### src/rtl/systolic_array_controller_pkg.sv
// Shared types and parameter helpers for the systolic array controller.
package systolic_array_controller_pkg;

  typedef enum logic [2:0] {
    S_IDLE,
    S_LOAD,
    S_STREAM,
    S_DRAIN,
    S_DONE
  } state_e;

  // Output rows emerge after the skewed wavefront crosses both array dimensions.
  function automatic int unsigned ofmap_latency(input int unsigned height,
                                                input int unsigned width);
    return height + width;
  endfunction

  function automatic int unsigned addr_width(input int unsigned depth);
    return (depth > 1) ? $clog2(depth) : 1;
  endfunction

endpackage

### src/rtl/systolic_array_controller_if.sv
// SRAM/array-side signal bundle driven by the systolic array controller.
interface systolic_array_controller_if
  import systolic_array_controller_pkg::*;
#(
  parameter int unsigned ARRAY_HEIGHT   = 4,
  parameter int unsigned VEC_ADDR_WIDTH = 8
);
  localparam int unsigned WA_W = addr_width(ARRAY_HEIGHT);

  logic                      weight_rd_en;
  logic [WA_W-1:0]           weight_rd_addr;
  logic                      weight_write_enable;
  logic                      ifmap_rd_en;
  logic [VEC_ADDR_WIDTH-1:0] ifmap_rd_addr;
  logic                      array_enable;
  logic                      ofmap_wr_en;
  logic [VEC_ADDR_WIDTH-1:0] ofmap_wr_addr;
  logic                      ofmap_stall;

  modport master (
    output weight_rd_en, weight_rd_addr, weight_write_enable,
    output ifmap_rd_en, ifmap_rd_addr, array_enable,
    output ofmap_wr_en, ofmap_wr_addr,
    input  ofmap_stall
  );

  modport slave (
    input  weight_rd_en, weight_rd_addr, weight_write_enable,
    input  ifmap_rd_en, ifmap_rd_addr, array_enable,
    input  ofmap_wr_en, ofmap_wr_addr,
    output ofmap_stall
  );

endinterface

### src/rtl/systolic_array_controller_valid_delay_line.sv
// 1-bit shift register that only advances when enabled; tracks row validity through the array.
module valid_delay_line #(
  parameter int unsigned DEPTH = 8
) (
  input  logic clk,
  input  logic rst,
  input  logic advance,
  input  logic din,
  output logic dout
);

  logic [DEPTH-1:0] sr_q, sr_d;

  always_comb begin
    sr_d = sr_q;
    if (advance) begin
      sr_d[0] = din;
      for (int unsigned i = 1; i < DEPTH; i++) begin
        sr_d[i] = sr_q[i-1];
      end
    end
  end

  always_ff @(posedge clk) begin
    if (rst) begin
      sr_q <= '0;
    end else begin
      sr_q <= sr_d;
    end
  end

  assign dout = sr_q[DEPTH-1];

endmodule

### src/rtl/systolic_array_controller.sv
// Sequences weight load, ifmap streaming and ofmap drain for a weight-stationary systolic array.
module systolic_array_controller
  import systolic_array_controller_pkg::*;
#(
  parameter int unsigned ARRAY_HEIGHT   = 4,
  parameter int unsigned ARRAY_WIDTH    = 4,
  parameter int unsigned VEC_ADDR_WIDTH = 8,
  parameter int unsigned OFMAP_LATENCY  = ofmap_latency(ARRAY_HEIGHT, ARRAY_WIDTH)
) (
  input  logic                      clk,
  input  logic                      rst,
  input  logic                      start,
  input  logic [VEC_ADDR_WIDTH-1:0] num_vectors,
  systolic_array_controller_if.master bus,
  output logic                      busy,
  output logic                      done
);

  localparam int unsigned WA_W = addr_width(ARRAY_HEIGHT);
  localparam logic [WA_W-1:0] W_LAST = WA_W'(ARRAY_HEIGHT - 1);

  state_e                    state_q, state_d;
  logic [VEC_ADDR_WIDTH-1:0] num_q, num_d;
  logic [WA_W-1:0]           wcnt_q, wcnt_d;
  logic [VEC_ADDR_WIDTH-1:0] rd_q, rd_d;
  logic [VEC_ADDR_WIDTH-1:0] wr_q, wr_d;
  logic                      wwe_q, wwe_d;

  logic computing, arr_en, rd_en, wr_en, row_valid;

  assign computing = (state_q == S_STREAM) || (state_q == S_DRAIN);
  assign arr_en    = computing && !bus.ofmap_stall;
  assign rd_en     = (state_q == S_STREAM) && !bus.ofmap_stall;
  assign wr_en     = arr_en && row_valid;

  always_comb begin
    state_d = state_q;
    num_d   = num_q;
    wcnt_d  = wcnt_q;
    rd_d    = rd_q;
    wr_d    = wr_q;
    wwe_d   = (state_q == S_LOAD);

    unique case (state_q)
      S_IDLE: begin
        if (start && (num_vectors != '0)) begin
          num_d   = num_vectors;
          wcnt_d  = '0;
          state_d = S_LOAD;
        end
      end
      S_LOAD: begin
        if (wcnt_q == W_LAST) begin
          wcnt_d  = '0;
          state_d = S_STREAM;
        end else begin
          wcnt_d = wcnt_q + WA_W'(1);
        end
      end
      S_STREAM: begin
        if (rd_en) begin
          if (rd_q == num_q - VEC_ADDR_WIDTH'(1)) begin
            rd_d    = '0;
            state_d = S_DRAIN;
          end else begin
            rd_d = rd_q + VEC_ADDR_WIDTH'(1);
          end
        end
      end
      S_DRAIN: ;
      S_DONE:  state_d = S_IDLE;
      default: state_d = S_IDLE;
    endcase

    // Write address wraps to 0 on the final row so it never reads past num_vectors-1.
    if (wr_en) begin
      if (wr_q == num_q - VEC_ADDR_WIDTH'(1)) begin
        wr_d = '0;
        if (state_q == S_DRAIN) state_d = S_DONE;
      end else begin
        wr_d = wr_q + VEC_ADDR_WIDTH'(1);
      end
    end
  end

  always_ff @(posedge clk) begin
    if (rst) begin
      state_q <= S_IDLE;
      num_q   <= '0;
      wcnt_q  <= '0;
      rd_q    <= '0;
      wr_q    <= '0;
      wwe_q   <= 1'b0;
    end else begin
      state_q <= state_d;
      num_q   <= num_d;
      wcnt_q  <= wcnt_d;
      rd_q    <= rd_d;
      wr_q    <= wr_d;
      wwe_q   <= wwe_d;
    end
  end

  valid_delay_line #(
    .DEPTH(OFMAP_LATENCY)
  ) u_valid_delay_line (
    .clk    (clk),
    .rst    (rst),
    .advance(arr_en),
    .din    (rd_en),
    .dout   (row_valid)
  );

  assign bus.weight_rd_en        = (state_q == S_LOAD);
  assign bus.weight_rd_addr      = (state_q == S_LOAD) ? wcnt_q : '0;
  assign bus.weight_write_enable = wwe_q;
  assign bus.ifmap_rd_en         = rd_en;
  assign bus.ifmap_rd_addr       = (state_q == S_STREAM) ? rd_q : '0;
  assign bus.array_enable        = arr_en;
  assign bus.ofmap_wr_en         = wr_en;
  assign bus.ofmap_wr_addr       = wr_q;
  assign busy                    = (state_q == S_LOAD) || computing;
  assign done                    = (state_q == S_DONE);

endmodule
### src/flat_wrapper.sv
// flat-port wrapper written by rule: the top's interface ports become plain ports
module systolic_array_controller_flat import systolic_array_controller_pkg::*;
#(
  parameter int unsigned ARRAY_HEIGHT   = 4,
  parameter int unsigned ARRAY_WIDTH    = 4,
  parameter int unsigned VEC_ADDR_WIDTH = 8,
  parameter int unsigned OFMAP_LATENCY  = ofmap_latency(ARRAY_HEIGHT, ARRAY_WIDTH)
)
  (clk, rst, start, num_vectors, busy, done, bus_weight_rd_en, bus_weight_rd_addr, bus_weight_write_enable, bus_ifmap_rd_en, bus_ifmap_rd_addr, bus_array_enable, bus_ofmap_wr_en, bus_ofmap_wr_addr, bus_ofmap_stall);
  systolic_array_controller_if #(.ARRAY_HEIGHT(ARRAY_HEIGHT), .VEC_ADDR_WIDTH(VEC_ADDR_WIDTH)) bus_i ();
  input  logic clk;
  input  logic rst;
  input  logic start;
  input  logic [VEC_ADDR_WIDTH-1:0] num_vectors;
  output logic busy;
  output logic done;
  output wire logic [$bits(bus_i.weight_rd_en)-1:0] bus_weight_rd_en;
  output wire logic [$bits(bus_i.weight_rd_addr)-1:0] bus_weight_rd_addr;
  output wire logic [$bits(bus_i.weight_write_enable)-1:0] bus_weight_write_enable;
  output wire logic [$bits(bus_i.ifmap_rd_en)-1:0] bus_ifmap_rd_en;
  output wire logic [$bits(bus_i.ifmap_rd_addr)-1:0] bus_ifmap_rd_addr;
  output wire logic [$bits(bus_i.array_enable)-1:0] bus_array_enable;
  output wire logic [$bits(bus_i.ofmap_wr_en)-1:0] bus_ofmap_wr_en;
  output wire logic [$bits(bus_i.ofmap_wr_addr)-1:0] bus_ofmap_wr_addr;
  input wire logic [$bits(bus_i.ofmap_stall)-1:0] bus_ofmap_stall;
  assign bus_weight_rd_en = bus_i.weight_rd_en;
  assign bus_weight_rd_addr = bus_i.weight_rd_addr;
  assign bus_weight_write_enable = bus_i.weight_write_enable;
  assign bus_ifmap_rd_en = bus_i.ifmap_rd_en;
  assign bus_ifmap_rd_addr = bus_i.ifmap_rd_addr;
  assign bus_array_enable = bus_i.array_enable;
  assign bus_ofmap_wr_en = bus_i.ofmap_wr_en;
  assign bus_ofmap_wr_addr = bus_i.ofmap_wr_addr;
  assign bus_i.ofmap_stall = bus_ofmap_stall;
  systolic_array_controller #(.ARRAY_HEIGHT(ARRAY_HEIGHT), .ARRAY_WIDTH(ARRAY_WIDTH), .VEC_ADDR_WIDTH(VEC_ADDR_WIDTH), .OFMAP_LATENCY(OFMAP_LATENCY)) u_core (.clk(clk), .rst(rst), .start(start), .num_vectors(num_vectors), .bus(bus_i), .busy(busy), .done(done));
endmodule
### config.mk
export PLATFORM = sky130hd
export DESIGN_NAME = systolic_array_controller_flat
export DESIGN_NICKNAME = d
export VERILOG_FILES = /design/src/rtl/systolic_array_controller_pkg.sv /design/src/rtl/systolic_array_controller_if.sv /design/src/rtl/systolic_array_controller_valid_delay_line.sv /design/src/rtl/systolic_array_controller.sv /design/src/flat_wrapper.sv
export SDC_FILE = /design/constraint.sdc
export NUM_CORES = 1
export LEC_CHECK = 0
export BUFFER_PORTS_ARGS = -buffer_cell sky130_fd_sc_hd__clkbuf_2
export CAP_MARGIN = 20
export CORE_ASPECT_RATIO = 0.75
export CORE_MARGIN = 3
export CORE_UTILIZATION = 55
export CTS_BUF_LIST = sky130_fd_sc_hd__clkbuf_4 sky130_fd_sc_hd__clkbuf_8 sky130_fd_sc_hd__clkbuf_16
export DETAILED_ROUTE_END_ITERATION = 10
export HOLD_SLACK_MARGIN = 0.06
export PLACE_DENSITY = 0.77
export SETUP_SLACK_MARGIN = 0.1
export SLEW_MARGIN = 40
export SYNTH_ARGS = -nofsm -noshare
export SYNTH_HDL_FRONTEND = slang
export SYNTH_SLANG_ARGS = --single-unit
### constraint.sdc
create_clock -name clk -period 2.9 [get_ports clk]
set_input_delay 0.58 -clock clk [delete_from_list [all_inputs] [get_ports clk]]
set_output_delay 0.58 -clock clk [all_outputs]
set_load 0.02 [all_outputs]
==> impl_metrics.ini <==
[finish]
final_area_sq_um = 2400
layout_commonest_cell = nor2_1
finalNonFillerCells = 324
antenna_cells = 0
fin_util = 0.701
fin_nets = 290
area_growth_pct = 17.6
drive_gt1_frac = 0.212
layout_common_cells = nor2_1 (39), dfxtp_1 (38), clkbuf_2 (36)

[power_and_ir_drop]
clkPwrFrac = 0.387
power.density_nw_per_um2 = 484
p_leak_nw = 1.02
p_total_mw = 1.16
irDropWorstVdd_v = 0.000327
pwr-share-comb = 0.138
cell_internal_pwr_mw = 0.880
switchingPower_mw = 0.282
power_frac_seq = 0.475
swShare = 0.242

[synthesis]
ys_seq_elements = 38
synth_mux_area_frac = 0.0491
synthesis.nets = 250
synth_warnings = 0
ys_seq_area_frac = 0.373
synthTopCellsByArea = dfxtp_1 (37%), xor2_1 (7.3%), nor2_1 (7.2%)
yosys.area_share.simple = 0.267
synth_compound_area_frac = 0.104
synth_cell_types = 43
synth_top_family_by_area = simple AND/OR/NAND/NOR gates
syn_area_per_cell_sq_um = 8.72
synth_top_area_cell = dfxtp_1
syn_area_sq_um = 2040
syn_inst = 234
synthXorXnorAreaFrac = 0.153
netlist.area_leader.share = 0.373
synthAdderAreaFrac = 0.0245

[placement]
dp.cells = 317
place_area_sq_um = 2290
gp_congestion = 0.979
io_buffers = 36
dp_hpwl_um = 3410

[global_route]
grt.overflow.total = 0
grt_pass1_vias = 1644
grt_max_degree = 25
antenna_found_initial = 0
grt_usage = 0.217
grt_pass1_wl_um = 7740

[cts]
cts_tree = done
htree_levels = 2
clk_path_buf_depth = 2
cts_repair_resize_count = 0
cts_setup_buffers = 0
clock-sinks = 38
clk_pin_slew_ns = 0.07
insertion_delay_ns = 0.28
cts_hold_buffers = 0
cts_root_buffer = clkbuf_8
numCtsBuffers = 5

[setup_path]
slowest_delay_ns = 0.56
cp_max_fo = 6
path_cells = inv_1 -> ha_1 -> xor2_1 -> nand3_1 -> a311oi_2 -> nand4_1 -> or4_4 -> a22o_1
critPathKind = reg -> reg
critPathRequiredTime_ns = 3.08
worstPathArrival_ns = 2.63
setup.worst_path.start_class = register
cp-end-kind = register
cp_slowest_cell = or4_4

[hold_path]
min_path_type = reg -> reg

[floorplan]
ios = 37
die_y_um = 58.7
core_sq_um = 3420
rows = 18
die-area_sq_um = 4480
die_x_um = 76.3
start_util = 0.596

[timing]
relSlewSlack = 0.563
drv_slew = 0
hold_viol = 0
clock_skew_ns = 0.00160
tightest_slew_ns = 0.651
setup_viol = 0
setup_tns_ns = 0
max_freq_mhz = 407
post-route-period-util = 0.847
rsz0062_at_grt = no
min_period_ns = 2.46

[detailed_routing]
post-route-drc-count = 0
drt.antenna.violating_nets = 0
via_per_inst = 5.36
wire_per_inst_um = 13.7
drt_iter0_drc = 104
wirelength_um = 4430
vias = 1737
drt_first_pass_iters = 4

[run_status]
outcome = finished, final reports clean

[flow_run]
cap_violations = 0
==> final timing paths <==
| kind | startpoint | slack (ns) | cells past startpoint | end |
|---|---|---|---|---|
| setup / recovery | u_core.num_q[0] | 0.44 | 8 | u_core.state_q[1] |
| hold / removal | u_core.u_valid_delay_line.sr_q[5] | 0.45 | 2 | u_core.u_valid_delay_line.sr_q[6] |
| setup reg to reg | u_core.num_q[0] | 0.44 | 8 | u_core.state_q[1] |
| hold reg to reg | u_core.u_valid_delay_line.sr_q[5] | 0.45 | 2 | u_core.u_valid_delay_line.sr_q[6] |
==> state kept, by name (all words and copies together) (netlist names) <==
name,flops
u_core.state_q,3
u_core.bus.ofmap_wr_addr,8
u_core.u_valid_delay_line.sr_q,8
u_core.num_q,8
u_core.wcnt_q,2
u_core.bus.weight_write_enable,1
u_core.rd_q,8
==> per-stage QoR <==
step / setup slack (ns) / hold slack, ns
2_1_floorplan: 0.540 / 0.428
3_3_place_gp: 0.463 / 0.439
3_5_place_dp: 0.382 / 0.446
4_1_cts: 0.435 / 0.456
5_1_grt: 0.316 / 0.479
6_report: 0.445 / 0.453
==> critical path: cells and delay by family (launching register included) <==
kind                     cells  cell delay, ns
AND/OR/NAND/NOR              3            0.86
AO/OA/AOI/OAI                2            0.50
flip-flops                   1            0.43
adder cells (fa/ha/maj)      1            0.33
XOR/XNOR                     1            0.15
buffers and inverters        1            0.07
==> logic make-up after synthesis <==
kind of cell,after synthesis
mux,10
xor+xnor,34
buf+inv,15
simple gates,102
compound gates,31
flops,38
fa+ha+maj,4
==> final cells by class <==
| class | instances | area (sq um) |
|---|---|---|
| clock inverter | 1 | 30.0 |
| sequential | 38 | 761 |
| clock buffer | 6 | 82.6 |
| timing repair buffer | 41 | 218 |
| inverter | 7 | 26.3 |
| tap | 50 | 62.6 |
| fill | 303 | 1020 |
| multi-input combinational | 181 | 1220 |
==> Yosys cell counts <==
cell,number
a211o_1,1
a211oi_1,4
a211oi_2,1
a21bo_2,1
a21o_1,1
a21oi_1,10
a22o_1,1
a22oi_1,1
a311oi_2,1
a41oi_1,1
and2_1,11
and3_1,3
and3_2,1
and4_1,1
and4b_1,2
and4b_2,1
and4bb_1,1
buf_1,1
buf_4,1
clkbuf_1,6
dfxtp_1,38
ha_1,4
inv_1,7
mux2i_1,10
nand2_1,14
nand2_2,1
nand2b_1,2
nand3_1,4
nand3b_1,2
nand4_1,7
nor2_1,39
nor2b_1,1
nor3_1,6
nor3b_1,1
nor3b_2,1
nor4_1,2
nor4_4,1
o21ai_0,8
o31ai_2,1
or4_4,1
xnor2_1,16
xnor3_1,1
xor2_1,17
==> power by group through the flow <==
stage | Clock (mW) | Sequential [mW] | Combinational [mW]
after floorplan | 0 | 0.556 | 0.126
after global placement | 0 | 0.564 | 0.157
after detailed placement | 0 | 0.564 | 0.158
after CTS | 0.461 | 0.552 | 0.160
after global routing | 0.476 | 0.554 | 0.178
final | 0.450 | 0.552 | 0.160
==> per-layer routing <==
metal	up-vias	track usage	routed length, um
met4	0	0.0620	15
met5	-	0	0
met1	799	0.311	2280
met3	2	0.0474	247
met2	45	0.332	1890
li1	891	-	-
Power figures use the tool's default switching activity.
